File: config.mk
export PLATFORM = sky130hd
export DESIGN_NAME = nibble_serial_adder_flat
export DESIGN_NICKNAME = d
export VERILOG_FILES = /design/src/rtl/nibble_serial_adder_pkg.sv /design/src/rtl/nibble_serial_adder_if.sv /design/src/rtl/nibble_serial_adder_clb.sv /design/src/rtl/nibble_serial_adder.sv /design/src/flat_wrapper.sv
export SDC_FILE = /design/constraint.sdc
export NUM_CORES = 1
export LEC_CHECK = 0
export ABC_AREA = 1
export CAP_MARGIN = 10
export CELL_PAD_IN_SITES_DETAIL_PLACEMENT = 1
export CELL_PAD_IN_SITES_GLOBAL_PLACEMENT = 1
export CORE_MARGIN = 3
export CORE_UTILIZATION = 32
export DETAILED_ROUTE_END_ITERATION = 6
export PLACE_DENSITY_LB_ADDON = 0.25
export SLEW_MARGIN = 10
export SYNTH_ARGS = -nofsm -noshare
export SYNTH_HDL_FRONTEND = slang
export SYNTH_SLANG_ARGS = --single-unit
export TNS_END_PERCENT = 1
File: constraint.sdc
create_clock -name clk -period 2.2 [get_ports clk]
set_input_delay 0.44 -clock clk [delete_from_list [all_inputs] [get_ports clk]]
set_output_delay 0.44 -clock clk [all_outputs]
set_load 0.01 [all_outputs]
File: src/rtl/nibble_serial_adder_pkg.sv
// Shared types and sizing helpers for the nibble-serial adder.
package nsa_pkg;

  localparam int unsigned NIBBLE = 4;

  typedef enum logic [1:0] {
    IDLE = 2'd0,
    RUN  = 2'd1,
    DONE = 2'd2
  } state_e;

  function automatic int unsigned nib_count(input int unsigned width);
    return width / NIBBLE;
  endfunction

  // Nibble index width; never narrower than one bit so WIDTH=4 still builds.
  function automatic int unsigned idx_width(input int unsigned width);
    int unsigned n;
    n = width / NIBBLE;
    return (n > 1) ? $clog2(n) : 1;
  endfunction

endpackage

File: src/rtl/nibble_serial_adder_if.sv
// Operand/result handshake bundle; ovf exists only when NSA_OVERFLOW_EN is defined.
interface nibble_serial_adder_if #(
  parameter int unsigned WIDTH = 16
);
  logic             in_valid;
  logic             in_ready;
  logic [WIDTH-1:0] a;
  logic [WIDTH-1:0] b;
  logic             cin;
  logic             out_valid;
  logic             out_ready;
  logic [WIDTH-1:0] sum;
  logic             cout;
`ifdef NSA_OVERFLOW_EN
  logic             ovf;

  modport master (output in_valid, a, b, cin, out_ready,
                  input  in_ready, out_valid, sum, cout, ovf);
  modport slave  (input  in_valid, a, b, cin, out_ready,
                  output in_ready, out_valid, sum, cout, ovf);
`else
  modport master (output in_valid, a, b, cin, out_ready,
                  input  in_ready, out_valid, sum, cout);
  modport slave  (input  in_valid, a, b, cin, out_ready,
                  output in_ready, out_valid, sum, cout);
`endif
endinterface

File: src/rtl/nibble_serial_adder_clb.sv
// 4-bit carry look-ahead adder, reused once per nibble by the serial adder.
module CLB
  import nsa_pkg::*;
(
  input  logic [NIBBLE-1:0] a,
  input  logic [NIBBLE-1:0] b,
  input  logic              cin,
  output logic [NIBBLE-1:0] sum,
  output logic              cout
);
  logic [NIBBLE-1:0] g;
  logic [NIBBLE-1:0] p;
  logic [NIBBLE:0]   c;

  assign g = a & b;
  assign p = a ^ b;

  // Flattened look-ahead carries, no ripple through c[]
  assign c[0] = cin;
  assign c[1] = g[0] | (p[0] & cin);
  assign c[2] = g[1] | (p[1] & g[0]) | (p[1] & p[0] & cin);
  assign c[3] = g[2] | (p[2] & g[1]) | (p[2] & p[1] & g[0]) | (p[2] & p[1] & p[0] & cin);
  assign c[4] = g[3] | (p[3] & g[2]) | (p[3] & p[2] & g[1]) | (p[3] & p[2] & p[1] & g[0])
              | (p[3] & p[2] & p[1] & p[0] & cin);

  assign sum  = p ^ c[NIBBLE-1:0];
  assign cout = c[NIBBLE];
endmodule

File: src/rtl/nibble_serial_adder.sv
// WIDTH-bit adder that runs one CLB over the operand nibbles, LSB nibble first.
// Optional signed-overflow output enabled by defining NSA_OVERFLOW_EN.
module nibble_serial_adder
  import nsa_pkg::*;
#(
  parameter int unsigned WIDTH = 16
) (
  input  logic                 clk,
  input  logic                 rst,
  nibble_serial_adder_if.slave bus
);
  localparam int unsigned        N        = nib_count(WIDTH);
  localparam int unsigned        IDX_W    = idx_width(WIDTH);
  localparam logic [IDX_W-1:0]   LAST_IDX = IDX_W'(N - 1);

  state_e             state_q, state_d;
  logic [WIDTH-1:0]   a_q, a_d;
  logic [WIDTH-1:0]   b_q, b_d;
  logic [WIDTH-1:0]   sum_q, sum_d;
  logic [IDX_W-1:0]   idx_q, idx_d;
  logic               carry_q, carry_d;
  logic               cout_q, cout_d;
  logic               in_ready_q, in_ready_d;
  logic               out_valid_q, out_valid_d;
`ifdef NSA_OVERFLOW_EN
  logic               ovf_q, ovf_d;
`endif

  logic [NIBBLE-1:0]  nib_a_c;
  logic [NIBBLE-1:0]  nib_b_c;
  logic [NIBBLE-1:0]  nib_sum_c;
  logic               nib_cout_c;

  assign nib_a_c = a_q[NIBBLE*idx_q +: NIBBLE];
  assign nib_b_c = b_q[NIBBLE*idx_q +: NIBBLE];

  CLB u_clb (
    .a    (nib_a_c),
    .b    (nib_b_c),
    .cin  (carry_q),
    .sum  (nib_sum_c),
    .cout (nib_cout_c)
  );

  // Next-state and datapath updates
  always_comb begin
    state_d  = state_q;
    a_d      = a_q;
    b_d      = b_q;
    sum_d    = sum_q;
    idx_d    = idx_q;
    carry_d  = carry_q;
    cout_d   = cout_q;
`ifdef NSA_OVERFLOW_EN
    ovf_d    = ovf_q;
`endif
    unique case (state_q)
      IDLE: begin
        if (bus.in_valid && in_ready_q) begin
          a_d     = bus.a;
          b_d     = bus.b;
          carry_d = bus.cin;
          idx_d   = '0;
          sum_d   = '0;
          cout_d  = 1'b0;
`ifdef NSA_OVERFLOW_EN
          ovf_d   = 1'b0;
`endif
          state_d = RUN;
        end
      end
      RUN: begin
        sum_d[NIBBLE*idx_q +: NIBBLE] = nib_sum_c;
        carry_d = nib_cout_c;
        if (idx_q == LAST_IDX) begin
          cout_d  = nib_cout_c;
`ifdef NSA_OVERFLOW_EN
          ovf_d   = (a_q[WIDTH-1] == b_q[WIDTH-1]) && (nib_sum_c[NIBBLE-1] != a_q[WIDTH-1]);
`endif
          state_d = DONE;
        end else begin
          idx_d = idx_q + IDX_W'(1);
        end
      end
      DONE: begin
        if (bus.out_ready) begin
          state_d = IDLE;
        end
      end
      default: state_d = IDLE;
    endcase
    in_ready_d  = (state_d == IDLE);
    out_valid_d = (state_d == DONE);
  end

  always_ff @(posedge clk) begin
    if (rst) begin
      state_q     <= IDLE;
      a_q         <= '0;
      b_q         <= '0;
      sum_q       <= '0;
      idx_q       <= '0;
      carry_q     <= 1'b0;
      cout_q      <= 1'b0;
      in_ready_q  <= 1'b1;
      out_valid_q <= 1'b0;
`ifdef NSA_OVERFLOW_EN
      ovf_q       <= 1'b0;
`endif
    end else begin
      state_q     <= state_d;
      a_q         <= a_d;
      b_q         <= b_d;
      sum_q       <= sum_d;
      idx_q       <= idx_d;
      carry_q     <= carry_d;
      cout_q      <= cout_d;
      in_ready_q  <= in_ready_d;
      out_valid_q <= out_valid_d;
`ifdef NSA_OVERFLOW_EN
      ovf_q       <= ovf_d;
`endif
    end
  end

  assign bus.in_ready  = in_ready_q;
  assign bus.out_valid = out_valid_q;
  assign bus.sum       = sum_q;
  assign bus.cout      = cout_q;
`ifdef NSA_OVERFLOW_EN
  assign bus.ovf       = ovf_q;
`endif

endmodule

File: src/flat_wrapper.sv
// flat-port wrapper written by rule: the top's interface ports become plain ports
module nibble_serial_adder_flat import nsa_pkg::*;
#(
  parameter int unsigned WIDTH = 16
)
  (clk, rst, bus_in_valid, bus_a, bus_b, bus_cin, bus_out_ready, bus_in_ready, bus_out_valid, bus_sum, bus_cout);
  nibble_serial_adder_if #(.WIDTH(WIDTH)) bus_i ();
  input  logic clk;
  input  logic rst;
  input wire logic [$bits(bus_i.in_valid)-1:0] bus_in_valid;
  input wire logic [$bits(bus_i.a)-1:0] bus_a;
  input wire logic [$bits(bus_i.b)-1:0] bus_b;
  input wire logic [$bits(bus_i.cin)-1:0] bus_cin;
  input wire logic [$bits(bus_i.out_ready)-1:0] bus_out_ready;
  output wire logic [$bits(bus_i.in_ready)-1:0] bus_in_ready;
  output wire logic [$bits(bus_i.out_valid)-1:0] bus_out_valid;
  output wire logic [$bits(bus_i.sum)-1:0] bus_sum;
  output wire logic [$bits(bus_i.cout)-1:0] bus_cout;
  assign bus_i.in_valid = bus_in_valid;
  assign bus_i.a = bus_a;
  assign bus_i.b = bus_b;
  assign bus_i.cin = bus_cin;
  assign bus_i.out_ready = bus_out_ready;
  assign bus_in_ready = bus_i.in_ready;
  assign bus_out_valid = bus_i.out_valid;
  assign bus_sum = bus_i.sum;
  assign bus_cout = bus_i.cout;
  nibble_serial_adder #(.WIDTH(WIDTH)) u_core (.clk(clk), .rst(rst), .bus(bus_i));
endmodule
==> run summary, run 1 <==
The most common cell in the synthesized netlist is nor2_1. The placed wire-length estimate after detailed placement came out at ~5000 µm. The global-route wire length before repair is between 10000 and 15000 µm. The fill cell instance count of the final layout came out at roughly 930. The synthesized netlist net count is ~390. Setup violations remaining at the end of the flow were counted as 0.

The endpoint of the lowest-slack register-to-register path is u_core.bus.sum[13]. The worst path needs just over 2 ns of the cycle, external delays included. Walking the worst path, the cells encountered are clkbuf_4 -> nor2_2 -> o22ai_2 -> fa_1 -> or2_2 -> nand3_1 -> nor2_1 -> a22oi_1 -> nor2_1. Row generation in the floorplan step produced 31 rows. The reg-to-reg critical path startpoint is u_core.idx_q[0]. The worst-skew pair later-pin latency is 0.30 ns.

After synthesis, flip-flops and latches occupy between 40% and 50% of the total area. In this design, the largest share of critical-path delay is due to simple AND/OR/NAND/NOR gates. The sequential cell area is 1126 µm².

The post-synthesis instance total is around 340. The die width came out at about 94 µm. The number of CTS-inserted buffers came out at 5. The number of clock sinks is 56.

The H-tree generated during clock tree synthesis spans 2 levels. The type of destination of the critical path is a flip-flop. The proportion of synthesized flip-flops having asynchronous set or reset came out at 0%.

Across every metal layer, demand over resource in global routing totals approximately 16%. On the worst path, the slowest cell contributes a delay of approximately 0.43 ns. The post-synthesis sequential element count came out at 56. Yosys printed 0 warnings. On the critical path, the stage with the largest delay is an instance of fa_1. The per-cell via count in the routed design is approximately 4.8. For hold timing, the worst endpoint is u_core.bus.sum[1]. The multi-input combinational cells in the finished layout cover a total of approximately 1300 µm². The top cell type's share of synthesized area came out at 44.91%. The wire length after detailed routing came out at about 6600 µm. The worst reg2reg path depth is 9. TritonCTS built the clock tree. The number of pins exceeding their max-slew limit in the final report is 0. The aggregate global routing overflow came out at 0.

The worst-case IR drop observed on VDD is between 0.2 and 0.25 mV. The power per unit of standard cell area came out at 672.2 nW/µm². The startpoint identified for the worst hold timing path is u_core.bus.sum[1].

The worst min-delay path class is reg2reg. The quantity of hold-fixing buffers added after cts came out at 0. The final design area excluding fillers came out at between 3000 and 4000 µm².

The largest net degree at the start of global routing came out at 34. Of all cell types, the one taking the most synthesized area is dfxtp_1. The routability congestion estimate from global placement is between 0.8 and 0.9. The setup clock skew after layout came out at 0.006386 ns.

The initial antenna violation count came out at 0. The headroom to the max-slew limit came out at about 79%. The buffers plus inverters on the worst setup path is 1. The post-synthesis instance area came out at between 2000 and 2500 µm². By count the netlist is led by nor2_1, dfxtp_1, o21ai_0. The cell type with the highest occurrence count on the critical path is nor2_1. The synthesized area divided by synthesized cell count is 7.385 µm². The number of input and output port buffers inserted is between 50 and 60. For this configuration, the core starts out at a cell density of between 30% and 40%. In this run the worst path has a maximum fanout of 8. Dividing the final minimum period by the clock period gives 94.25%. The remaining antenna violation count after routing is 0. The floorplan step set the die height to ~94 µm.

The total power is 2235 µW. The number of violations of the max-capacitance limit came out at 0. The number of instances on the worst hold path is 2.

The register-to-register setup slack is 0.13 ns. The I/O pin count is 56. The flow ran to the end, and the final reports show no timing, DRC or antenna violations. The worst path required time is approximately 2.4 ns. The post-placement cell area came out at approximately 3200 µm². The CTS root buffer is clkbuf_8.

The upper clock frequency limit came out at slightly below 500 MHz. The leakage dissipation came out at approximately 0.0013 µW. The routed layout has 2369 vias. Among all flip-flop cells after synthesis, the most frequent one is dfxtp_1. The area growth from synthesis to layout came out at 33.18%. Ranked by total cell area, the synthesized netlist is headed by dfxtp_1, nor2_1, o21ai_0. The deepest clock path buffer count came out at 2.

The area of the core is roughly 7400 µm². The antenna diode count came out at 0. The distinct cell type count after synthesis came out at 26.

The pin slew with the least headroom to its limit came out at around 0.32 ns. The synthesized design contains 0 enable-type register cells. The data arrival time of the worst path is ~2.3 ns.

The CTS clock-pin slew for the worst setup and hold paths is approximately 0.09 ns. The critical path class is reg2reg. The final net count came out at between 400 and 500.

The first-iteration detailed-routing DRC count came out at 64. The first-pass iteration count of the detailed router is 4. The number of global-route vias before repair came out at 2415. The die outline area came out at just under 9000 µm². The kind of launch point of the worst setup path is a flip-flop. The post-detailed-route DRC marker count is 0. The number of hold violations in the final report was 0. After detailed routing, the average wire length per cell comes to ~13 µm.

The share of cells above drive strength 1 came out at 12.63%.
-- layout make-up --
type | instances | share of cell area (%)
flip-flops and latches | 56 | 33.87
clock buffers | 6 | 2.183
clock inverters | 1 | 0.1505
well taps | 99 | 3.726
multi-input cells | 250 | 38.73
inverters | 16 | 1.957
repair buffers | 67 | 19.38
-- layout by cell type (no fill, tap or decap), types with 2 or more instances in the layout --
master / instances
nor2_1: 87
clkdlybuf4s50_1: 55
dfxtp_1: 54
nand2_1: 41
o21ai_0: 40
a21oi_1: 19
buf_4: 10
nand3_1: 9
ha_1: 9
o21ai_1: 8
inv_1: 7
nor2_2: 6
inv_2: 6
o22ai_1: 6
nand4_1: 5
clkbuf_8: 5
o21ai_2: 4
nor2_4: 3
inv_4: 2
o22ai_2: 2
or2_2: 2
a21oi_2: 2
-- routing by layer --
layer,track usage (%),up-vias,routed length (µm)
met1,20.01,1094,3060
met4,3.971,0,66
met2,27.13,47,3210
met5,0,-,0
met3,2.644,6,259
li1,-,1222,-
-- flip-flops by register name, summed over array words and instances, names as in the netlist --
register and cells:
u_core.a_q 16, u_core.b_q 16, u_core.bus.sum 16, u_core.idx_q 2, u_core.state_q 2, u_core.bus.cout 1
u_core.bus.in_ready 1, u_core.bus.out_valid 1, u_core.carry_q 1
-- what timing repair did --
item,CTS,global route
gates resized for setup,3,24
pin swaps,0,2
gates cloned,0,1
endpoints found under the setup margin,5,14
setup buffers,0,1
-- stage by stage --
| stage | cells | hold WS [ns] | setup slack, ns | setup TNS (ns) | utilization [%] |
|---|---|---|---|---|---|
| floorplan | 338 | 0.4495 | 0.1393 | 0 | - |
| global placement | 486 | 0.4504 | -0.01133 | -0.01133 | 42.93 |
| detailed placement | 486 | 0.4555 | -0.02748 | -0.04813 | 42.93 |
| CTS | 493 | 0.4681 | 0.02035 | 0 | 44.16 |
| global route | 495 | 0.4883 | -0.0006954 | -0.0006954 | 44.87 |
| finish | 495 | 0.4645 | 0.1265 | 0 | 44.87 |
-- report_power, final --
part / switching, µW / leakage, µW / internal (µW) / total (µW)
registers: 51.0 / 0.000460 / 1090 / 1140
clock network: 307 / 0.0000410 / 218 / 525
logic: 323 / 0.000769 / 246 / 569
total: 681 / 0.00127 / 1550 / 2230
-- worst max path at each step --
stage                     from  cells past startpoint            endpoint
3_5_place_dp   u_core.idx_q[0]                      9   u_core.bus.sum[6]
5_1_grt        u_core.idx_q[0]                      9  u_core.bus.sum[13]
3_3_place_gp   u_core.idx_q[0]                      9  u_core.bus.sum[14]
4_1_cts        u_core.idx_q[1]                      9  u_core.bus.sum[13]
2_1_floorplan  u_core.idx_q[0]                     12   u_core.bus.sum[7]
6_report       u_core.idx_q[0]                      9  u_core.bus.sum[13]
-- worst register-to-register path, stage by stage (launching register included) --
cell,delay (ns)
dfxtp_4,0.37
clkbuf_4,0.19
nor2_2,0.15
o22ai_2,0.13
fa_1,0.43
or2_2,0.33
nand3_1,0.08
nor2_1,0.07
a22oi_1,0.16
nor2_1,0.06
-- cell families (layout without fill, tap and decap cells) --
family	count (synthesis)	in the layout	synth area share, %
compound gates	83	83	17.80
xor+xnor	1	1	0.3509
fa+ha+maj	10	10	5.313
buf+inv	32	90	5.113
flops	56	56	44.91
simple gates	156	156	26.52
No activity file was read; power rests on OpenSTA's default activity.
==> run 2, diff against run 1 <==
--- a/config.mk
+++ b/config.mk
@@ -10,8 +10,11 @@
 export CELL_PAD_IN_SITES_DETAIL_PLACEMENT = 1
 export CELL_PAD_IN_SITES_GLOBAL_PLACEMENT = 1
 export CORE_MARGIN = 3
-export CORE_UTILIZATION = 32
+export CORE_UTILIZATION = 33
+export CTS_BUF_LIST = sky130_fd_sc_hd__clkbuf_2
+export CTS_CLUSTER_DIAMETER = 50
 export DETAILED_ROUTE_END_ITERATION = 6
+export HOLD_SLACK_MARGIN = 0.03
 export PLACE_DENSITY_LB_ADDON = 0.25
 export SLEW_MARGIN = 10
 export SYNTH_ARGS = -nofsm -noshare
==> run 2 against run 1 <==
  * Register-to-register slack got worse by 0.05 ns
  * Flip-flop and latch count unchanged
  * Clock power up 2%
  * Die area decreased by 2.8%
  * Global-route usage increased by 0.62 points
  * Sequential power hardly changed
  * Design area is 0.45% higher
  * Clock-buffer cell count decreased by 1
  * First-iteration DRC count fell by 6.3%
  * Final cell count is 0.61% higher
  * Largest cell class unchanged
==> run summary, run 2 (synthesis results as in run 1) <==
The relative contribution of combinational cells to total power came out at 26.2%. 56 I/O pins were placed. The library cells used most frequently in the layout, excluding fill and tap cells, are nor2_1, clkdlybuf4s50_1, dfxtp_1, o21ai_0, nand2_1. The average wire length per cell after detail routing came out at around 14 µm. The summed negative setup slack over all endpoints came out at 0 ns.

The wire length after detailed routing is 6772 µm. TritonCTS built the clock tree. Among all stages on the critical path, the largest delay is contributed by dfxtp_2. The initial antenna violation count was 0. Clock tree synthesis inserted a total of 5 buffers. The part of the total power dissipated in sequential elements is between 50% and 60%. The share of cells above drive strength 1 came out at between 10% and 20%. The power per unit of standard cell area is 680.8 nW/µm².

The starting utilization of the core area came out at roughly a third. During placement, the flow inserted port buffers numbering 55. Global routing finished with a remaining overflow of 0. Once placement finished, the instance area stood at 3203 µm².

The net load switching power came out at a little over 700 µW. STA classifies the critical path startpoint as a flip-flop. The final design area excluding fillers is roughly 3300 µm². The final critical path takes up 96.40% of the cycle.

The number of rows in the core area came out at 31. In the final design database the tool counted between 400 and 500 nets. Clock tree synthesis selected as its root buffer the cell clkbuf_2. The die is a little over 90 µm wide. Setup repair after global routing could not meet its margin everywhere. In this design, the critical path's most frequently occurring cell is nor2_1. The die covers just under 9000 µm². The area of the core is roughly 7300 µm². The vias after detailed routing is 2392. The utilization after layout is between 40% and 50%. The congestion estimate from routability-driven global placement came to 0.8427. The height of the die is 92.97 µm. From synthesis to final layout, the design area changed by 33.78%. Entering global routing, the biggest net connects 34 pins.

The final number of setup-violating endpoints came out at 0. The maximum fanout count along the critical path is 16. The clock network power share came out at a little under a quarter. After the first detailed-routing iteration, the DRC count stood at 60. The tool flagged a number of max-cap violations equal to 0. The pre-CTS setup slack came out at -0.002780 ns.

Clock tree synthesis found a total of between 50 and 60 sinks. The per-cell via count in the routed design came out at about 4.8. The headroom to the max-slew limit is roughly four fifths. The number of hold violations in the final report was 0.

The run finished with clean final reports. CTS built an H-tree with a depth of 2. Summed over all nets, the half-perimeter wirelength after detailed placement is about 5300 µm.

The number of pins exceeding their max-slew limit in the final report came out at 0. The remaining antenna violation count after routing came out at 0. The first-pass iteration count of the detailed router is 4.

The leakage dissipation is between 0.001 and 0.0015 µW. The library cell used most frequently in the layout, excluding fill and tap cells, is nor2_1. The worst supply voltage drop on vdd came out at between 0.3 and 0.4 mV. Data on the critical path arrives at its endpoint at approximately 2.5 ns. The buffers plus inverters on the worst setup path is 1. The pin slew with the least headroom to its limit is between 0.2 and 0.3 ns. Among cell families on the critical path, the largest total delay comes from compound AO/OA/AOI/OAI gates.

The global-route wire length before repair came out at 11280 µm. The deepest clock path buffer count is 2. The quantity of hold-fixing buffers added after cts came out at 0. The aggregate global-route resource usage is between 10% and 20%. The upper clock frequency limit is about 470 MHz. The number of global-route vias before repair was 2407. The critical path goes through buf_8 -> o21ai_0 -> o22ai_2 -> fa_1 -> or2_2 -> nand3_1 -> nor2_1 -> a22oi_1 -> nor2_1. The critical path in this run is classified as reg2reg. The post-layout minimum cycle time came out at 2.121 ns. The clock reaches the later pin of the worst-skew pair after about 0.46 ns.

The setup clock skew after layout is a little under 0.02 ns. The number of antenna diodes in the final layout is 0. The design internal power is approximately 1600 µW. The share of total power consumed by net switching came out at between 30% and 40%. The least setup slack across all paths after layout came out at between 0.07 and 0.08 ns.

The tightest min-delay check is of the reg2reg type. The CTS clock-pin slew for the worst setup and hold paths came out at slightly below 0.3 ns. The post-detailed-route DRC marker count is 0. Data on the critical path is required at its endpoint by between 2 and 3 ns. The maximum cell stage delay along the critical path is 0.41 ns. STA classifies the critical path endpoint as a flip-flop.
run 2: power groups by stage:
| stage | Combinational [µW] | Clock, µW | Sequential (µW) |
|---|---|---|---|
| floorplan | 346 | 0 | 1150 |
| global placement | 537 | 0 | 1160 |
| detailed placement | 549 | 0 | 1160 |
| CTS | 560 | 550 | 1140 |
| global route | 677 | 588 | 1160 |
| finish | 595 | 535 | 1140 |
run 2: final cells by class:
cell class                 count  area (µm²)
sequential                    56        1124
clock inverter                 3       46.29
clock buffer                   5       25.02
inverter                      16       62.56
multi-input combinational    250        1295
timing repair buffer          69       663.1
tap                           99       123.9
fill                         952        3953
run 2: timing repair:
item	4_1_cts	5_1_grt
pin swaps	0	5
setup endpoints to repair	2	14
hold endpoints to repair	0	0
gates resized for setup	2	16
buffers inserted	0	1
run 2: final timing paths:
check        cells past startpoint              start                 end  slack, ns
max                              9    u_core.idx_q[0]  u_core.bus.sum[13]       0.08
min                              2  u_core.bus.sum[9]   u_core.bus.sum[9]       0.48
max reg2reg                      9    u_core.idx_q[0]  u_core.bus.sum[13]       0.08
min reg2reg                      2  u_core.bus.sum[9]   u_core.bus.sum[9]       0.48
run 2: stage by stage:
step / hold WS [ns] / total power, µW / std cells
after global routing: 0.5075 / 2421 / 498
final: 0.4825 / 2273 / 498
after global placement: 0.4495 / 1697 / 489
after CTS: 0.4866 / 2255 / 497
after floorplan: 0.4495 / 1495 / 338
after detailed placement: 0.4571 / 1712 / 489
run 2: routing by layer:
metal | track usage [%] | vias up | part of all wire (%)
met4 | 4.396 | 0 | 1.3
li1 | - | 1232 | -
met2 | 28.43 | 54 | 49
met3 | 3.218 | 9 | 4.7
met5 | 0 | - | 0
met1 | 20.24 | 1097 | 45
run 2: worst min-delay path, stage by stage (launching register included):
cell,delay (ns)
dfxtp_1,0.38
nand2_1,0.06
a21oi_1,0.05
==> run 3, diff against run 2 <==
--- a/config.mk
+++ b/config.mk
@@ -7,10 +7,8 @@
 export LEC_CHECK = 0
 export ABC_AREA = 1
 export CAP_MARGIN = 10
-export CELL_PAD_IN_SITES_DETAIL_PLACEMENT = 1
-export CELL_PAD_IN_SITES_GLOBAL_PLACEMENT = 1
 export CORE_MARGIN = 3
-export CORE_UTILIZATION = 33
+export CORE_UTILIZATION = 47
 export CTS_BUF_LIST = sky130_fd_sc_hd__clkbuf_2
 export CTS_CLUSTER_DIAMETER = 50
 export DETAILED_ROUTE_END_ITERATION = 6
==> run 3 against run 2 <==
  * The run now ends with negative setup slack left
  * Worst hold slack got worse by 0.0038 ns
  * Register-to-register slack got worse by 0.11 ns
  * Clock-buffer cell count increased by 2
  * Clock skew decreased by 0.0016 ns
  * Die area decreased by 28%
  * Via count increased by 2.2%
  * Critical path type unchanged
  * Critical endpoint is now u_core.bus.sum[15]
  * Highest routed layer unchanged
==> run summary, run 3 (synthesis results as in run 1) <==
After the last flow step, the layout net total stands at between 400 and 500. In this run the worst path has a maximum fanout of 9. The upper clock frequency limit is ~450 MHz.

The clock network power share is ~18%. The critical path in this run is classified as reg2reg. In this run the power density over the cells is between 600 and 700 nW/µm². The vias after detailed routing is between 2000 and 2500. The per-cell via count in the routed design came out at ~5.2.

The maximum cell stage delay along the critical path is approximately 0.43 ns. The routability congestion estimate from global placement is between 0.9 and 1. The starting utilization of the core area came out at 50.83%.

The CTS root buffer is clkbuf_2. The worst setup path is launched from a flip-flop. The number of hold violations in the final report came to 0. For the worst setup path, the data arrival time is 2.62 ns. The number of global-route vias before repair is 2188.

TritonCTS built the clock tree. The average wire length per cell after detail routing is 13.23 µm. The I/O pin count came out at 56. The final critical path takes up 101.3% of the cycle.

For this block, the routed nets add up to between 6000 and 7000 µm of wire. In the routed design, unresolved DRC markers number 0. The remaining antenna violation count after routing came out at 0. The CTS clock-pin slew for the worst setup and hold paths came out at roughly 0.24 ns. The number of rows in the core area is 25.

The floorplan step defined a die boundary enclosing just over 6000 µm². The flow ran to the end, but the final reports show violations. The part of the total power dissipated in sequential elements came out at between 50% and 60%. The number of input and output port buffers inserted is 55. The final reports fail on negative setup slack. The leakage dissipation came out at 0.001275 µW.

The global-route wire length before repair is around 9600 µm. At the pin with the least slew margin, the transition time is between 0.3 and 0.4 ns. The library cells used most frequently in the layout, excluding fill and tap cells, are nor2_1, clkdlybuf4s50_1, dfxtp_1, o21ai_0, nand2_1. The number of clock sinks came out at 56. In this design, the largest share of critical-path delay is due to simple AND/OR/NAND/NOR gates. The worst-skew pair later-pin latency came out at about 0.42 ns. On the final layout, the worst clock skew is ~0.018 ns. Of the cells placed in the final design, the portion with a size suffix greater than 1 is approximately 15%.

The buffers plus inverters on the worst setup path is 3. Setup repair after global routing could not meet its margin everywhere. The least setup slack across all paths after layout is -0.02963 ns. The worst supply voltage drop on vdd is ~0.41 mV.

The repair_antennas step left the layout with diodes totalling 0. The number of H-tree branching levels is 2. Internal power comes to 1446 µW. The number of violations of the max-capacitance limit is 0. The headroom to the max-slew limit is about 79%.

Leaving out fill and tap cells, the most frequent cell in the layout is nor2_1. The first-pass iteration count of the detailed router came out at 5. The die is 78.88 µm wide.

In this run the vertical extent of the chip is slightly below 80 µm. The critical path goes through clkinvlp_4 -> buf_12 -> o21ai_1 -> o22ai_1 -> ha_1 -> buf_4 -> nand4_1 -> nand3_1 -> nand3_2 -> nor2_2 -> nand2_1 -> a21oi_2. The worst path required time is around 2.6 ns. The number of pins exceeding their max-slew limit in the final report is 0. The area of the core is 4911 µm². The final cell count without fillers is about 470.

The aggregate global-route resource usage came out at roughly a fifth. The tightest min-delay check is of the reg2reg type. TritonCTS created 5 clock buffers. The analysis attributes to net switching a power of between 600 and 700 µW. The clock passes through at most 2 buffers.

Entering global routing, the biggest net connects 34 pins. Counting tap cells, the placed design contains a total of about 450 instances. The fill cell instance count of the final layout came out at 431.

The post-layout minimum cycle time came out at around 2.2 ns. The initial antenna violation count is 0. The quantity of hold-fixing buffers added after cts came out at 0.

The first-iteration detailed-routing DRC count came out at between 150 and 200. The share of total power consumed by net switching came out at approximately a third. The area growth from synthesis to layout came out at 32.93%. The type of destination of the critical path is a flip-flop. Setup violations remaining at the end of the flow were counted as 2.

The relative contribution of combinational cells to total power is 28.6%. After layout, the design draws a total of ~2100 µW. The slowest stage of the critical path belongs to the cell dfxtp_4.

The placed wire-length estimate after detailed placement is between 4000 and 5000 µm. After global routing the overflow that remains totals 0.
## run 3: final timing paths
path,from,end,slack [ns],cells after the start
setup / recovery,u_core.idx_q[0],u_core.bus.sum[15],-0.03,12
hold / removal,u_core.bus.sum[4],u_core.bus.sum[4],0.48,2
hold reg to reg,u_core.bus.sum[4],u_core.bus.sum[4],0.48,2
setup reg to reg,u_core.idx_q[0],u_core.bus.sum[15],-0.03,12
## run 3: worst reg2reg max path: stages, from the launching register on
cell and delay, ns:
dfxtp_4 0.43, clkinvlp_4 0.11, buf_12 0.15, o21ai_1 0.12
o22ai_1 0.09, ha_1 0.34, buf_4 0.15, nand4_1 0.14
nand3_1 0.20, nand3_2 0.12, nor2_2 0.13, nand2_1 0.07
a21oi_2 0.14
## run 3: metrics by stage
step / worst slack, ns / utilization [%] / hold slack (ns) / area (µm²) / TNS (ns)
finish: -0.02963 / 67.57 / 0.4787 / 3318 / -0.05263
global route: -0.1178 / 67.57 / 0.5124 / 3318 / -0.6780
CTS: 0.01217 / 65.53 / 0.4779 / 3218 / 0
detailed placement: -0.03089 / 63.64 / 0.4526 / 3126 / -0.03089
global placement: 0.06374 / 63.64 / 0.4461 / 3126 / 0
floorplan: 0.1393 / - / 0.4495 / 2496 / 0
## run 3: power groups by stage
stage	Sequential, µW	Clock [µW]	Combinational (µW)
6_report	1140	372	608
5_1_grt	1150	433	672
4_1_cts	1140	387	541
3_5_place_dp	1160	0	518
3_3_place_gp	1160	0	504
2_1_floorplan	1150	0	346
## run 3: final cells by class
cell class	instances	area, µm²	share of cell area, %
repair buffers	69	675.6	20.36
clock buffers	7	35.03	1.056
flip-flops and latches	56	1129	34.01
multi-input cells	250	1318	39.71
clock inverters	1	3.754	0.1131
inverters	16	73.82	2.225
well taps	67	83.83	2.526
## run 3: repair_timing
| item | CTS | global route |
|---|---|---|
| resized for setup | 4 | 27 |
| gates cloned | 0 | 0 |
| endpoints found under the setup margin | 5 | 15 |
| pin swaps | 0 | 12 |
| setup buffers | 4 | 2 |
## run 3: layer usage
| metal | part of all wire [%] | GRT usage [%] | up-vias | wire length [µm] |
|---|---|---|---|---|
| li1 | - | - | 1229 | - |
| met1 | 42 | 22.64 | 1107 | 2594 |
| met2 | 49 | 35.23 | 95 | 3010 |
| met3 | 7.0 | 3.855 | 14 | 429 |
| met4 | 2.1 | 5.670 | 0 | 131 |
| met5 | 0 | 0 | - | 0 |
